**src/rtl/bram_fifo_ctrl.sv**
```systemverilog
// rtl/bram_fifo_ctrl.sv - FIFO controller around an external 512x32 registered-output dual-port RAM.
// One word may sit in the RAM output register (out_valid); up to 512 more live in the RAM.
module bram_fifo_ctrl #(
  parameter int unsigned AFULL_LVL  = 480,
  parameter int unsigned AEMPTY_LVL = 16
) (
  input  logic        clk,
  input  logic        rst_n,
  input  logic        flush,
  input  logic        in_valid,
  output logic        in_ready,
  input  logic [31:0] in_data,
  input  logic [31:0] in_mask,
  output logic        out_valid,
  input  logic        out_ready,
  output logic [31:0] out_data,
  output logic [9:0]  level,
  output logic        almost_full,
  output logic        almost_empty,
  output logic        ram_wen_n,
  output logic        ram_ren_n,
  output logic [8:0]  ram_waddr,
  output logic [8:0]  ram_raddr,
  output logic [31:0] ram_d_in,
  output logic [31:0] ram_wenb,
  input  logic [31:0] ram_d_out
);

  localparam logic [9:0] AFULL_L  = 10'(AFULL_LVL);
  localparam logic [9:0] AEMPTY_L = 10'(AEMPTY_LVL);
  localparam logic [9:0] RAM_WORDS = 10'd512;

  logic       active;
  logic [8:0] wr_ptr;
  logic [8:0] rd_ptr;
  logic [9:0] mem_cnt;
  logic [9:0] mem_cnt_nxt;
  logic [9:0] level_nxt;
  logic       out_valid_nxt;
  logic       push;
  logic       pop;
  logic       fetch;

  // active is cleared asynchronously so both RAM strobes drop the instant reset asserts.
  assign in_ready = active & ~flush & (mem_cnt != RAM_WORDS);
  assign push     = in_valid & in_ready;
  assign pop      = out_valid & out_ready;
  assign fetch    = active & ~flush & (mem_cnt != 10'd0) & (~out_valid | out_ready);

  assign ram_wen_n = ~push;
  assign ram_waddr = wr_ptr;
  assign ram_d_in  = in_data;
  assign ram_wenb  = in_mask;
  assign ram_ren_n = ~fetch;
  assign ram_raddr = rd_ptr;
  assign out_data  = ram_d_out;

  always_comb begin
    out_valid_nxt = out_valid;
    mem_cnt_nxt   = mem_cnt;
    level_nxt     = 10'd0;
    if (fetch) begin
      out_valid_nxt = 1'b1;
    end else if (pop) begin
      out_valid_nxt = 1'b0;
    end
    mem_cnt_nxt = mem_cnt + {9'd0, push} - {9'd0, fetch};
    if (!flush) begin
      level_nxt = mem_cnt_nxt + {9'd0, out_valid_nxt};
    end
  end

  always_ff @(posedge clk or negedge rst_n) begin
    if (!rst_n) begin
      active       <= 1'b0;
      wr_ptr       <= 9'd0;
      rd_ptr       <= 9'd0;
      mem_cnt      <= 10'd0;
      out_valid    <= 1'b0;
      level        <= 10'd0;
      almost_full  <= 1'b0;
      almost_empty <= 1'b1;
    end else begin
      active       <= 1'b1;
      level        <= level_nxt;
      almost_full  <= (level_nxt >= AFULL_L);
      almost_empty <= (level_nxt <= AEMPTY_L);
      if (flush) begin
        wr_ptr    <= 9'd0;
        rd_ptr    <= 9'd0;
        mem_cnt   <= 10'd0;
        out_valid <= 1'b0;
      end else begin
        if (push) begin
          wr_ptr <= wr_ptr + 9'd1;
        end
        if (fetch) begin
          rd_ptr <= rd_ptr + 9'd1;
        end
        mem_cnt   <= mem_cnt_nxt;
        out_valid <= out_valid_nxt;
      end
    end
  end

endmodule
```
**config.mk**
```make
export PLATFORM = sky130hd
export DESIGN_NAME = bram_fifo_ctrl
export DESIGN_NICKNAME = d
export VERILOG_FILES = /design/src/rtl/bram_fifo_ctrl.sv
export SDC_FILE = /design/constraint.sdc
export NUM_CORES = 1
export LEC_CHECK = 0
export BUFFER_PORTS_ARGS = -buffer_cell sky130_fd_sc_hd__buf_2
export CORE_UTILIZATION = 42
export DETAILED_ROUTE_END_ITERATION = 10
export GPL_ROUTABILITY_DRIVEN = 0
export HOLD_SLACK_MARGIN = 0.05
export PLACE_DENSITY = 0.86
export SLEW_MARGIN = 10
export SYNTH_ARGS = -nofsm -noshare
export SYNTH_HDL_FRONTEND = slang
export SYNTH_SLANG_ARGS = --single-unit
```
**constraint.sdc**
```tcl
create_clock -name clk -period 4.7 [get_ports clk]
set_input_delay 0.47 -clock clk [delete_from_list [all_inputs] [get_ports clk]]
set_output_delay 0.47 -clock clk [all_outputs]
set_load 0.03 [all_outputs]
```
# Yosys cells after proc, flatten, opt, wreduce, memory -nomap -nowiden
# Index checks and enable logic that the tools add are counted.
[op_classes]
add_sub_neg = 5
n_lt_le_gt_ge = 2
eq_ne = 1
mux = 9
bitwise = 11
n_reduce_logical = 3
[ops]
columns = ["operator", "count"]
rows = [
  ["$mux 9", 4],
  ["$add 10x1->10", 2],
  ["$mux 10", 2],
  ["$add 9x1->9 const B", 2],
  ["$ge 10x9->1 const B", 1],
  ["$le 10x5->1 const B", 1],
  ["$ne 10x10->1 const B", 1],
  ["$reduce_bool 10->1", 1],
  ["$sub 10x1->10", 1],
  ["$and 1x1->1", 6],
  ["$not 1->1", 4],
  ["$reduce_bool 2->1", 2],
  ["$mux 1", 3],
  ["$or 1x1->1", 1],
]
[totals]
reg_bits = 42
output_inout_bits = 130
elab_cells = 39

# Longest topological paths before layout
[depth]
depth_word = 9
depth_mapped = 18
depth_no_buf = 17

# Least setup slack after synthesis
# Ideal clock, no wire load.
[synth_path]
path_kind = "reg-to-reg"
from = "reg mem_cnt[2]"
to = "reg almost_empty"
setup_time_ps = 79
t_arrival_ps = 4278
t_required_ps = 4621
slack_ps = 343
path_stages_with_launch = 18
period_less_slack_ps = 4357
path_cell_list = "dfrtp_1 -> inv_1 -> ha_1 -> nor4bb_1 -> a31oi_1 -> and2_1 -> clkbuf_1 -> inv_1 -> xnor2_1 -> ha_1 -> fa_1 -> a211o_1 -> a311oi_2 -> o32ai_2 -> nor4_4 -> nand3_2 -> xnor2_2 -> a41o_1"
[synth_via]
elab_chain_len = 8
[synth_lines]
columns = ["item", "line_no", "source"]
rows = [
  ["start: declaration", "36", "logic [9:0] mem_cnt;"],
  ["start signal: assignment", "100", "mem_cnt <= mem_cnt_nxt;"],
  ["$ne 10x10->1", "45", "assign in_ready = active & ~flush & (mem_cnt != RAM_WORDS);"],
  ["$and 1x1->1", "45", ""],
  ["via in_ready", "11", "output logic in_ready,"],
  ["$and 1x1->1", "46", "assign push = in_valid & in_ready;"],
  ["$add 10x1->10", "67", "mem_cnt_nxt = mem_cnt + {9'd0, push} - {9'd0, fetch};"],
  ["$sub 10x1->10", "67", ""],
  ["$add 10x1->10", "69", "level_nxt = mem_cnt_nxt + {9'd0, out_valid_nxt};"],
  ["$mux 10", "68", "if (!flush) begin"],
  ["$le 10x5->1", "87", "almost_empty <= (level_nxt <= AEMPTY_L);"],
  ["end signal: assignment", "87", ""],
  ["end: declaration", "19", "output logic almost_empty,"],
]
# The timed path passes the listed nets, and every way through them passes these cells.
# A chain may end at the register's enable or synchronous reset.

# Worst setup path in the final report
[layout_path]
from = "reg mem_cnt[3]"
to = "reg almost_empty"
[layout_via]
elab_chain_len = 8
[layout_lines]
columns = ["item", "line_no"]
rows = [
  ["$ne 10x10->1", "45"],
  ["$and 1x1->1", "45"],
  ["$and 1x1->1", "46"],
  ["$add 10x1->10", "67"],
  ["$sub 10x1->10", "67"],
  ["$add 10x1->10 (*)", "69"],
  ["$mux 10 (*)", "68"],
  ["$le 10x5->1 (*)", "87"],
]
# Every way passes the cells marked *; elsewhere a longest branch is shown, timed or not.

==> impl_metrics.py <==
metrics = {
    "logic_synthesis": {
        "yosysTopAreaCell": "dfrtp_1",
        "synth_top_family_by_area": "buffers and inverters",
        "yosysMostFrequentCell": "buf_4",
        "muxShareOfSynthArea_pct": 0.612,
        "synth_nets": 477,
        "synth-xor-area-share_pct": 6.96,
        "netlist_instances": 357,
        "synthTopCellsByCount": "buf_4, dfrtp_1, nor2_1",
        "synthTopCellsByArea": "dfrtp_1, buf_4, ha_1, nor2_1, xor2_1",
        "yosys_register_bits": 42,
        "yosysSeqAreaShare_pct": 32.2,
        "synth_top_area_share_pct": 31.4,
        "yosys.cell_types.count": 53,
        "synth_compound_area_share_pct": 10.4,
        "yosysWarningCount": 0,
        "yosys.area_share.adder_pct": 7.50,
        "synth_edf_count": 0,
        "yosys.area_share.simple_pct": 16.5,
        "ys.flop_type": "dfrtp_1",
        "async_flop_share_pct": 100,
        "synth_area_per_cell_sq_um": 9.16,
        "synth_area_sq_um": 3270,
    },
    "cts": {
        "numCtsBuffers": 5,
        "ctsHtreeMaxLevel": 2,
        "clkSlewWorstSetupHoldPaths_ps": 80,
        "cts-root-buf": "clkbuf_8",
        "cts_sinks": 42,
        "cts_setup_buffers": 0,
        "ctsResizeCount": 0,
        "insertion_delay_ps": 300,
        "cts_tree": "done",
        "clk_path_buf_depth": 2,
        "ctsHoldBuffers": 0,
    },
    "placed_design": {
        "hpwlAfterDp_um": 4730,
        "placed_area_sq_um": 2830,
        "io_buffers": 38,
    },
    "layout": {
        "regArea_sq_um": 1050,
        "filler_cell_count": 714,
        "syn_to_final_growth_pct": -10.1,
        "final_cell_area_sq_um": 2940,
        "final_nets": 420,
        "multiInputGateArea_sq_um": 1380,
        "drive_gt1_share_pct": 21.3,
        "antennaDiodeCount": 0,
    },
    "routing": {
        "vias": 2134,
        "wire_per_inst_um": 15.8,
        "antenna_left": 0,
        "postRouteWirelength_um": 6310,
        "drc": 0,
        "drtIter0Drc": 163,
        "vias_per_cell": 5.34,
        "drt-pass1-iter-count": 5,
    },
    "critical_path": {
        "cpLargestDelayFamily": "compound AO/OA/AOI/OAI gates",
        "startpoint_type": "register",
        "critPathKind": "reg -> reg",
        "worstSetupEndpointType": "register",
        "cpPeakStageDelay_ps": 450,
        "crit_chain": "inv_1 -> ha_1 -> nor4bb_1 -> a31oi_1 -> and2_1 -> inv_1 -> xnor2_1 -> ha_1 -> fa_1 -> a211o_1 -> a311oi_2 -> o32ai_2 -> nor4_4 -> nand3_2 -> xnor2_2 -> a41o_1",
        "cp.required_ps": 4940,
        "critPathLaunch": "mem_cnt[3]$_DFF_PN0_",
        "r2r_start": "mem_cnt[3]$_DFF_PN0_",
        "crit_slowest_cell": "fa_1",
        "crit_fanout": 6,
        "cp.arrival_ps": 4280,
        "cp.buffers_inverters": 2,
    },
    "grt": {
        "grt_pass1_vias": 2222,
        "grt_start_max_net_pins": 43,
        "grtUsageTotal_pct": 16.1,
        "grt_pass1_wl_um": 10500,
        "antenna_found_initial": 0,
        "grt_overflow_total": 0,
    },
    "pwr": {
        "leakage_nw": 1.40,
        "p_per_area_nw_per_um2": 724,
        "vdd_drop_max_v": 0.000238,
    },
    "sta": {
        "slew_viol_final": 0,
        "slew_headroom_pct": 35.8,
        "hold_viol": 0,
        "finalCriticalPeriod_ps": 4050,
        "setup_viol": 0,
        "final.setup.tns_ps": 0,
        "timing.fmax_ghz": 0.247,
        "rsz0062_at_grt": "no",
        "finClkSkew_ps": 2.46,
        "fin_crit_sh_pct": 86.1,
        "tightestPinTransition_ps": 963,
    },
    "floorplan": {
        "design.core.area_sq_um": 7410,
        "fp.dieW_um": 90.3,
        "rows": 31,
        "pin_count": 231,
        "fp.dieH_um": 90.3,
        "initial_core_util_pct": 44.2,
        "die_area_sq_um": 8150,
    },
    "status": {
        "status": "finished clean",
    },
    "run": {
        "cap_viol_max_count": 0,
    },
    "worst_hold_path": {
        "hold_class": "in -> async",
    },
}
-- per-stage QoR --
stage	hold slack (ps)	std cells	power (W)	utilization, %	setup slack, ps
2_1_floorplan	174	357	0.00171	-	343
3_3_place_gp	520	392	0.00177	38.2	872
3_5_place_dp	527	392	0.00183	38.2	688
4_1_cts	351	400	0.00213	39.7	684
5_1_grt	378	400	0.00230	39.7	407
6_report	319	400	0.00213	39.7	653
-- routing by layer --
metal,wire length [um],up-vias,global-route usage [%]
li1,-,975,-
met2,2990,91,26.0
met5,0,-,0
met3,488,55,5.39
met4,405,0,12.0
met1,2430,1013,17.6
-- logic make-up after synthesis --
kind of cell / count (synthesis)
AND/OR/NAND/NOR: 103
multiplexers: 2
XOR/XNOR: 23
AO/OA/AOI/OAI: 44
other: 1
buffers and inverters: 123
flip-flops: 42
adder cells (fa/ha/maj): 19
-- power by group --
group	switching, W	total [W]	internal [W]	leakage (nW)
clock	0.000128	0.000287	0.000158	0.0514
sequential	0.0000332	0.000474	0.000441	0.557
combinational	0.000845	0.00137	0.000523	0.796
-- final cells by class --
cell class	instances	area share, %
Tap cell	99	4.21
Inverter	19	2.42
Timing Repair Buffer	40	6.98
Multi-Input combinational cell	192	46.9
Sequential cell	42	35.8
Clock buffer	6	2.47
Clock inverter	2	1.28
-- layout by cell type (no fill, tap or decap), types with 5 or more instances in the layout --
cell / Yosys / routed
and2_1: 5 / 5
clkbuf_8: 0 / 5
dfrtp_1: 41 / 41
nand4_1: 6 / 6
xnor2_1: 7 / 7
xor2_1: 14 / 14
buf_2: 0 / 38
ha_1: 18 / 18
nor2_1: 33 / 33
nand2_1: 20 / 20
nor2b_1: 8 / 8
or3_1: 6 / 6
inv_1: 19 / 19
o21ai_0: 5 / 5
and3_1: 5 / 5
a21oi_1: 14 / 14
-- worst paths after layout --
kind | endpoint | slack (ps) | cells after the start
worst max-delay path | almost_empty$_DFF_PN1_ | 650 | 16
worst min-delay path | ram_waddr[7]$_DFFE_PN0P_ | 320 | 1
worst max register to register | almost_empty$_DFF_PN1_ | 650 | 16
worst min register to register | ram_waddr[8]$_DFFE_PN0P_ | 540 | 2
max in group asynchronous | level[2]$_DFF_PN0_ | 3790 | 1
min in group clk | ram_waddr[8]$_DFFE_PN0P_ | 540 | 2
-- sequential cells by signal (all words and copies together), names as in the netlist --
register,flops
almost_full,1
mem_cnt,10
ram_raddr,9
out_valid,1
ram_waddr,9
level,10
active,1
almost_empty,1
No activity file was read; power rests on OpenSTA's default activity.
